**config.mk**
```make
export PLATFORM = sky130hd
export DESIGN_NAME = nibble_serial_add_ctrl
export DESIGN_NICKNAME = d
export VERILOG_FILES = /design/src/rtl/nibble_serial_add_ctrl_pkg.sv /design/src/rtl/add_slice4.sv /design/src/rtl/full_adder.sv /design/src/rtl/nibble_serial_add_ctrl.sv
export SDC_FILE = /design/constraint.sdc
export NUM_CORES = 1
export LEC_CHECK = 0
export ABC_AREA = 1
export BUFFER_PORTS_ARGS = -buffer_cell sky130_fd_sc_hd__buf_4
export CAP_MARGIN = 10
export CORE_ASPECT_RATIO = 0.7
export CORE_MARGIN = 8
export CORE_UTILIZATION = 45
export CTS_CLUSTER_SIZE = 8
export DETAILED_ROUTE_END_ITERATION = 10
export GPL_TIMING_DRIVEN = 1
export HOLD_SLACK_MARGIN = 0.1
export PLACE_DENSITY = 0.68
export SLEW_MARGIN = 5
export SYNTH_ARGS = -nofsm -noshare
export SYNTH_HDL_FRONTEND = slang
export SYNTH_SLANG_ARGS = --single-unit
```
**constraint.sdc**
```tcl
create_clock -name clk -period 8.6 [get_ports clk]
set_input_delay 0.43 -clock clk [delete_from_list [all_inputs] [get_ports clk]]
set_output_delay 0.43 -clock clk [all_outputs]
set_load 0.01 [all_outputs]
```
**src/rtl/nibble_serial_add_ctrl_pkg.sv**
```systemverilog
// Shared types and sizing helpers for the nibble-serial adder controller.
package nibble_serial_add_ctrl_pkg;

  localparam int SLICE_W = 4;

  typedef enum logic [1:0] {
    IDLE = 2'd0,
    RUN  = 2'd1,
    DONE = 2'd2
  } state_e;

  function automatic int calc_nslice(input int width);
    return width / SLICE_W;
  endfunction

  // A single-nibble operand still needs a 1-bit index register.
  function automatic int calc_idx_w(input int nslice);
    return (nslice <= 1) ? 1 : $clog2(nslice);
  endfunction

endpackage

```
**src/rtl/add_slice4.sv**
```systemverilog
// Combinational 4-bit ripple-carry adder chained from full-adder cells.
module add_slice4
  import nibble_serial_add_ctrl_pkg::*;
(
  input  logic [SLICE_W-1:0] a,
  input  logic [SLICE_W-1:0] b,
  input  logic               cin,
  output logic [SLICE_W-1:0] sum,
  output logic               cout
);
  logic [SLICE_W:0] c;

  assign c[0] = cin;
  assign cout = c[SLICE_W];

  for (genvar i = 0; i < SLICE_W; i++) begin : g_fa
    full_adder u_fa (
      .a   (a[i]),
      .b   (b[i]),
      .cin (c[i]),
      .sum (sum[i]),
      .cout(c[i+1])
    );
  end
endmodule

```
**src/rtl/full_adder.sv**
```systemverilog
// One-bit full adder cell.
module full_adder (
  input  logic a,
  input  logic b,
  input  logic cin,
  output logic sum,
  output logic cout
);
  assign sum  = a ^ b ^ cin;
  assign cout = (a & b) | (cin & (a ^ b));
endmodule

```
**src/rtl/nibble_serial_add_ctrl.sv**
```systemverilog
// Wide add/subtract done one nibble per clock through a single shared 4-bit slice,
// LSB nibble first, with the carry held in a register between passes.
module nibble_serial_add_ctrl
  import nibble_serial_add_ctrl_pkg::*;
#(
  parameter int WIDTH = 16
) (
  input  logic             clk,
  input  logic             reset,
  input  logic             in_valid,
  output logic             in_ready,
  input  logic [WIDTH-1:0] in_a,
  input  logic [WIDTH-1:0] in_b,
  input  logic             in_sub,
  output logic             out_valid,
  input  logic             out_ready,
  output logic [WIDTH:0]   out_sum,
  output logic             busy
);
  localparam int NSLICE = calc_nslice(WIDTH);
  localparam int IDX_W  = calc_idx_w(NSLICE);
  localparam logic [IDX_W-1:0] LAST_IDX = IDX_W'(NSLICE - 1);

  if ((WIDTH < SLICE_W) || (WIDTH % SLICE_W != 0)) begin : g_width_chk
    $fatal(1, "nibble_serial_add_ctrl: WIDTH must be a positive multiple of 4");
  end

  state_e                          state_q;
  logic [NSLICE-1:0][SLICE_W-1:0]  a_q, b_q, sum_q;
  logic                            carry_q, cout_q;
  logic [IDX_W-1:0]                idx_q;

  logic [WIDTH-1:0]   b_d;
  logic               accept;
  logic [SLICE_W-1:0] s_sum;
  logic               s_cout;

  // Subtract is A + ~B + 1: invert B at load and seed the carry with in_sub.
  assign b_d    = in_sub ? ~in_b : in_b;
  assign in_ready  = (state_q == IDLE) || ((state_q == DONE) && out_ready);
  assign accept    = in_valid && in_ready;
  assign out_valid = (state_q == DONE);
  assign busy      = (state_q != IDLE);
  assign out_sum   = {cout_q, sum_q};

  add_slice4 u_slice (
    .a   (a_q[idx_q]),
    .b   (b_q[idx_q]),
    .cin (carry_q),
    .sum (s_sum),
    .cout(s_cout)
  );

  always_ff @(posedge clk or posedge reset) begin
    if (reset) begin
      state_q <= IDLE;
      a_q     <= '0;
      b_q     <= '0;
      sum_q   <= '0;
      carry_q <= 1'b0;
      cout_q  <= 1'b0;
      idx_q   <= '0;
    end else begin
      unique case (state_q)
        IDLE, DONE: begin
          if (accept) begin
            state_q <= RUN;
            a_q     <= in_a;
            b_q     <= b_d;
            carry_q <= in_sub;
            idx_q   <= '0;
            sum_q   <= '0;
            cout_q  <= 1'b0;
          end else if (state_q == DONE && out_ready) begin
            state_q <= IDLE;
          end
        end
        RUN: begin
          sum_q[idx_q] <= s_sum;
          carry_q      <= s_cout;
          idx_q        <= idx_q + 1'b1;
          if (idx_q == LAST_IDX) begin
            cout_q  <= s_cout;
            state_q <= DONE;
          end
        end
        default: state_q <= IDLE;
      endcase
    end
  end
endmodule

```
==> results of run 1 <==
[registers in the layout (all words and copies together), names as in the netlist]
name,cells
carry_q,1
state_q,2
b_q,16
idx_q,2
out_sum,16
a_q,16
cout_q,1
[area by class of cell]
cell class / instances / area, um2 / share of cell area, %
inverters: 16 / 60.1 / 1.88
clock inverters: 2 / 37.5 / 1.18
clock buffers: 6 / 72.6 / 2.27
repair buffers: 58 / 455 / 14.3
multi-input cells: 226 / 1120 / 35.2
flip-flops and latches: 54 / 1350 / 42.3
well taps: 75 / 93.8 / 2.94
[final timing paths]
kind	start	end	cells past startpoint
worst max-delay path	idx_q[0]$_DFFE_PP0P_	out_sum[11]$_DFFE_PP0P_	13
worst min-delay path	reset	a_q[7]$_DFFE_PP0P_	2
worst max register to register	idx_q[0]$_DFFE_PP0P_	out_sum[11]$_DFFE_PP0P_	13
worst min register to register	out_sum[5]$_DFFE_PP0P_	out_sum[5]$_DFFE_PP0P_	2
max in group asynchronous	reset	out_sum[14]$_DFFE_PP0P_	3
min in group clk	in_a[3]	a_q[3]$_DFFE_PP0P_	3
[cells by family after synthesis]
logic type / synth area share [%]
simple gates: 22.7
fa+ha+maj: 4.96
compound gates: 9.78
flops: 51.5
buf+inv: 5.67
xor+xnor: 5.34
[Yosys cell counts (all sizes together)]
master / count / share of area, %
dfrtp: 54 / 52
clkbuf: 3 / 0.48
a22o: 2 / 0.67
clkinv: 2 / 0.29
inv: 14 / 2.0
nand3: 1 / 0.19
ha: 4 / 1.9
nand2: 130 / 19
buf: 11 / 2.9
a21oi: 8 / 1.7
o22ai: 4 / 0.95
or2: 3 / 0.72
o21ai: 34 / 6.5
nor2: 20 / 3.2
xnor2: 16 / 5.3
fa: 4 / 3.1
[cell usage in the layout (no fill, tap or decap), types with 2 or more instances in the layout]
cell type / instances
or2_0: 2
o21ai_0: 34
inv_2: 3
a21oi_1: 7
clkinv_1: 2
buf_4: 57
clkbuf_8: 5
nor2_1: 18
inv_1: 11
nand2_1: 130
a22o_1: 2
xnor2_1: 16
o22ai_1: 4
ha_1: 4
dfrtp_1: 54
fa_1: 4
[through the flow]
stage	util, %	total power, mW	instances	cell area [um2]	hold slack [ps]
2_1_floorplan	-	0.853	310	2620	443
3_3_place_gp	53.9	1.00	428	3060	458
3_5_place_dp	53.9	1.02	428	3060	463
4_1_cts	55.9	1.19	436	3170	303
5_1_grt	56.3	1.30	437	3190	243
6_report	56.3	1.18	437	3190	201
[metal layers]
layer	vias to the layer above	wire length (um)	GRT usage, %
li1	1070	-	-
met1	982	2820	19.0
met2	44	2520	21.1
met3	5	351	4.76
met4	0	25	2.52
met5	-	0	0
[power breakdown]
group          internal [mW]  switching (mW)  total (mW)
registers              0.364          0.0811       0.445
clock network         0.0869          0.0820       0.169
logic                  0.219           0.343       0.562
==> results by group, run 1 <==
Global route
  – All-Layer GR Usage: 13.9%
  – Global route overflow: 0
  – Vias in the first global route: 1999
  – Largest net degree at the start of global routing: 55
  – First-pass GRT wire length: 9640 um
  – Initial antenna violation count: 0

Floorplan
  – # IOs: 57
  – Core Region: 5670 um2
  – Chip Height: 79.9 um
  – FP Rows: 23
  – Die Wd: 107 um
  – Initial core utilization: 46.3%
  – Die ar.: 8570 um2

Setup path
  – CP Capture Type: register
  – CP Cell Sequence: clkinv_1 -> nor2_1 -> nor2_1 -> a21oi_1 -> fa_1 -> fa_1 -> inv_1 -> fa_1 -> fa_1 -> inv_1 -> nor2_1 -> nand2_1 -> nand2_1
  – Largest delay share family, worst path: adder cells
  – Crit path buffers/inverters: 3
  – Worst-path fanout max: 21
  – Kind of critical path: register to register
  – Critical Path AT: 3730 ps
  – Flop-to-flop setup slack: 5120 ps
  – Most used cell, CP: fa_1
  – Largest stage delay, worst path: 730 ps
  – Setup crit start kind: register
  – Critical Path RT: 8850 ps
  – Slowest stage cell on the critical path: dfrtp_1

Power
  – PwrDens: 368 nW/um2
  – Leakage: 1.66 nW
  – Worst ir drop on vdd: 0.000123 V

Timing
  – Crit path time final: 3480 ps
  – Fmax: 287 MHz
  – RSZ-0062 raised after global routing: no
  – Slew HR: 51.9%
  – Fin. Hold Viols: 0
  – TNS Setup: 0 ps
  – Period utilization: 40.4%
  – Max-slew violations: 0
  – Final setup margin: 5120 ps
  – Final setup violation count: 0
  – Slew @ Worst Pin: 721 ps
  – Clk_skew: 7.40 ps

Cells and area
  – Nets: 406
  – Layout cells sized above 1: 19.9%
  – Antenna cells: 0
  – Filler instances: 534
  – Layout area overhead: 21.7%

Logic synthesis
  – Synth Register Bits: 54
  – Yosys warns: 0
  – Syn Area/Cell: 8.46 um2
  – Netlist cell types: 25
  – Syn_nets: 355
  – Post-synthesis cell count: 310
  – Synthesized cell area: 2620 um2
  – Post-synthesis sequential area ratio: 51.5%

Clock tree
  – TritonCTS clock tree: done
  – Worst skew pair latency: 310 ps
  – Post-CTS setup buffers: 0
  – Post-CTS Hold Buffers: 0
  – Clock Sinks: 54
  – Clk root buf: clkbuf_8
  – CTS Buf Count: 5
  – Clk slew on worst S/H paths: 100 ps
  – Max Root-Sink Buffers: 2
  – Resized cells post-CTS: 0
  – H-Tree Depth: 2

Detailed routing
  – Remaining antenna violation count after routing: 0
  – Number of remaining DRC errors: 0
  – Drt pass-1 iters: 4
  – Vias/cell: 4.81
  – Drt wl/cell: 13.1 um
  – Final Routed Wirelength: 5720 um
  – Vias: 2101
  – Iteration-0 DRC Markers: 116

Placement
  – Place WS: 5160 ps
  – Port bufs: 56
  – Detailed placement HPWL: 4290 um
  – GP Congestion: 0.799

Min path
  – Min-Delay Path Class: primary input to asynchronous set/reset pin

Run status
  – Status: completed

Job
  – Max-cap violations: 0
No activity file was read; power rests on OpenSTA's default activity.
==> run 2: changes to the inputs <==
--- a/config.mk
+++ b/config.mk
@@ -15,7 +15,7 @@
 export DETAILED_ROUTE_END_ITERATION = 10
 export GPL_TIMING_DRIVEN = 1
 export HOLD_SLACK_MARGIN = 0.1
-export PLACE_DENSITY = 0.68
+export PLACE_DENSITY = 0.71
 export SLEW_MARGIN = 5
 export SYNTH_ARGS = -nofsm -noshare
 export SYNTH_HDL_FRONTEND = slang
==> constraint.sdc (replaced) <==
create_clock -name clk -period 3.1 [get_ports clk]
set_input_delay 0.155 -clock clk [delete_from_list [all_inputs] [get_ports clk]]
set_output_delay 0.155 -clock clk [all_outputs]
set_load 0.01 [all_outputs]
==> results by group, run 2 (same netlist as run 1, synthesis figures left out) <==
Detailed routing
  – Vias: 2158 (+2.7%)
  – Number of remaining DRC errors: 0 (unchanged)
  – Remaining antenna violation count after routing: 0 (unchanged)
  – Drt pass-1 iters: 4 (unchanged)
  – Vias/cell: 4.69 (-2.4%)
  – Drt wl/cell: 13.1 um (+0.38%)
  – Final Routed Wirelength: 6050 um (+5.7%)
  – Iteration-0 DRC Markers: 68 (-41%)

Clock tree
  – TritonCTS clock tree: done
  – Clk root buf: clkbuf_8
  – H-Tree Depth: 2 (unchanged)
  – Clock Sinks: 54 (unchanged)
  – Clk slew on worst S/H paths: 100 ps (about the same)
  – Max Root-Sink Buffers: 2 (unchanged)
  – Worst skew pair latency: 310 ps (about the same)
  – CTS Buf Count: 5 (unchanged)

Global route
  – Initial antenna violation count: 0 (unchanged)
  – All-Layer GR Usage: 14.7% (+0.72 points)
  – Largest net degree at the start of global routing: 55 (unchanged)
  – First-pass GRT wire length: 10100 um (+5.0%)
  – Vias in the first global route: 2128 (+6.5%)
  – Global route overflow: 0 (unchanged)

Timing
  – RSZ-0062 raised after global routing: no
  – Clk_skew: 6.85 ps (-0.556 ps)
  – Hold Slack: 123 ps (-78.4 ps)
  – Crit path time final: 2850 ps (-627 ps)
  – Final setup violation count: 0 (unchanged)
  – Period utilization: 92.0% (+52 points)
  – Fmax: 351 MHz (+22%)
  – Slew HR: 52.1% (+0.24 points)
  – TNS Setup: 0 ps (unchanged)
  – Max-slew violations: 0 (unchanged)
  – Fin. Hold Viols: 0 (unchanged)
  – Slew @ Worst Pin: 717 ps (-3.63 ps)

Power
  – Sw frac: 41.7% (-1.4 points)
  – PwrDens: 1010 nW/um2 (+170%)
  – Internal: 2.02 mW (+200%)
  – Combinational power share: 48.6% (+0.8 points)
  – Reg power frac: 34.6% (-3.3 points)
  – Worst ir drop on vdd: 0.000352 V (+190%)
  – Leakage: 1.77 nW (+6.9%)
  – Pwr Total: 3.47 mW (+200%)
  – Clock share of power: 16.8% (+2.4 points)
  – Sw power: 1.44 mW (+190%)

Setup path
  – Kind of critical path: register to register
  – Critical Path RT: 3310 ps (-5540 ps)
  – CP Capture Type: register
  – Setup crit start kind: register
  – Worst-path fanout max: 11 (-48%)
  – Critical Path AT: 3060 ps (-670 ps)

Floorplan
  – Die Wd: 107 um (unchanged)
  – Die ar.: 8570 um2 (unchanged)
  – # IOs: 57 (unchanged)
  – Initial core utilization: 46.3% (unchanged)
  – Chip Height: 79.9 um (unchanged)
  – Core Region: 5670 um2 (unchanged)
  – FP Rows: 23 (unchanged)

Job
  – Max-cap violations: 0 (unchanged)

Cells and area
  – Layout area overhead: 31.1%
  – Nets: 429 (+5.7%)
  – Most common cell after layout, fill and taps aside: nand2_1
  – Layout cells sized above 1: 21.0% (+1.1 points)
  – Most frequent cells in the layout: 130 x nand2_1, 63 x buf_4, 53 x dfrtp_1
  – Final instance area: 3440 um2 (+7.7%)
  – Antenna cells: 0 (unchanged)
  – Final core utilization: 60.7% (+4.3 points)

Placement
  – Port bufs: 56 (unchanged)
  – Detailed placement HPWL: 4350 um (+1.4%)
  – GP Congestion: 0.810 (+1.4%)
  – Dpl cell area: 3080 um2 (+0.74%)

Run status
  – Status: completed

Min path
  – Min-Delay Path Class: primary input to register
## run 2: final timing paths
kind                                    startpoint  slack (ps)  depth (start not counted)                      end
max in group asynchronous                    reset        2260                          4       b_q[3]$_DFFE_PP0P_
min in group asynchronous                    reset         340                          3       a_q[7]$_DFFE_PP0P_
min reg2reg                out_sum[12]$_DFFE_PP0P_         480                          2  out_sum[12]$_DFFE_PP0P_
max                           idx_q[0]$_DFFE_PP0P_         250                         13  out_sum[15]$_DFFE_PP0P_
min                                       in_b[14]         120                          3      b_q[14]$_DFFE_PP0P_
max reg2reg                   idx_q[0]$_DFFE_PP0P_         250                         13  out_sum[15]$_DFFE_PP0P_
## run 2: area by class of cell
type                            count  area, um2
Fill cell                         502       2230
Sequential cell                    54       1350
Multi-Input combinational cell    226       1120
Timing Repair Buffer               81        663
Tap cell                           75       93.8
Clock buffer                        6       82.6
Inverter                           16       63.8
Clock inverter                      2       60.1
## run 2: power by group through the flow
stage / combinational (mW) / sequential [mW] / clock (mW)
final: 1.69 / 1.20 / 0.582
after global routing: 1.96 / 1.24 / 0.616
after CTS: 1.67 / 1.20 / 0.584
after detailed placement: 1.65 / 1.21 / 0
after global placement: 1.60 / 1.21 / 0
after floorplan: 1.19 / 1.17 / 0
## run 2: metal layers
metal / vias to the layer above / global-route usage, % / share of wire, %
met3: 4 / 4.52 / 5.7
met5: - / 0 / 0
met4: 0 / 4.62 / 0.84
li1: 1117 / - / -
met2: 45 / 22.8 / 45
met1: 992 / 19.2 / 49
## run 2: through the flow
stage / setup slack, ps / std cells
floorplan: 372 / 310
detailed placement: 93.2 / 431
global placement: 214 / 431
finish: 249 / 460
global route: 41.3 / 460
CTS: 70.2 / 455
## run 2: repair_timing
action                                  4_1_cts  5_1_grt
endpoints found under the setup margin        0        4
hold buffers                                 16        1
buffers inserted                              0        3
resized for setup                             0        2
hold endpoints to repair                     16       11
## run 2: worst max-delay path, stage by stage, from the launching register on
cell        delay (ps)
dfrtp_2            500
clkinvlp_4         140
buf_4              140
nand2_1             50
a22o_1             240
fa_1               380
fa_1               370
inv_1               80
fa_1               180
fa_1               410
inv_1               60
nor2_1              70
nand2_1             70
nand2_1             60
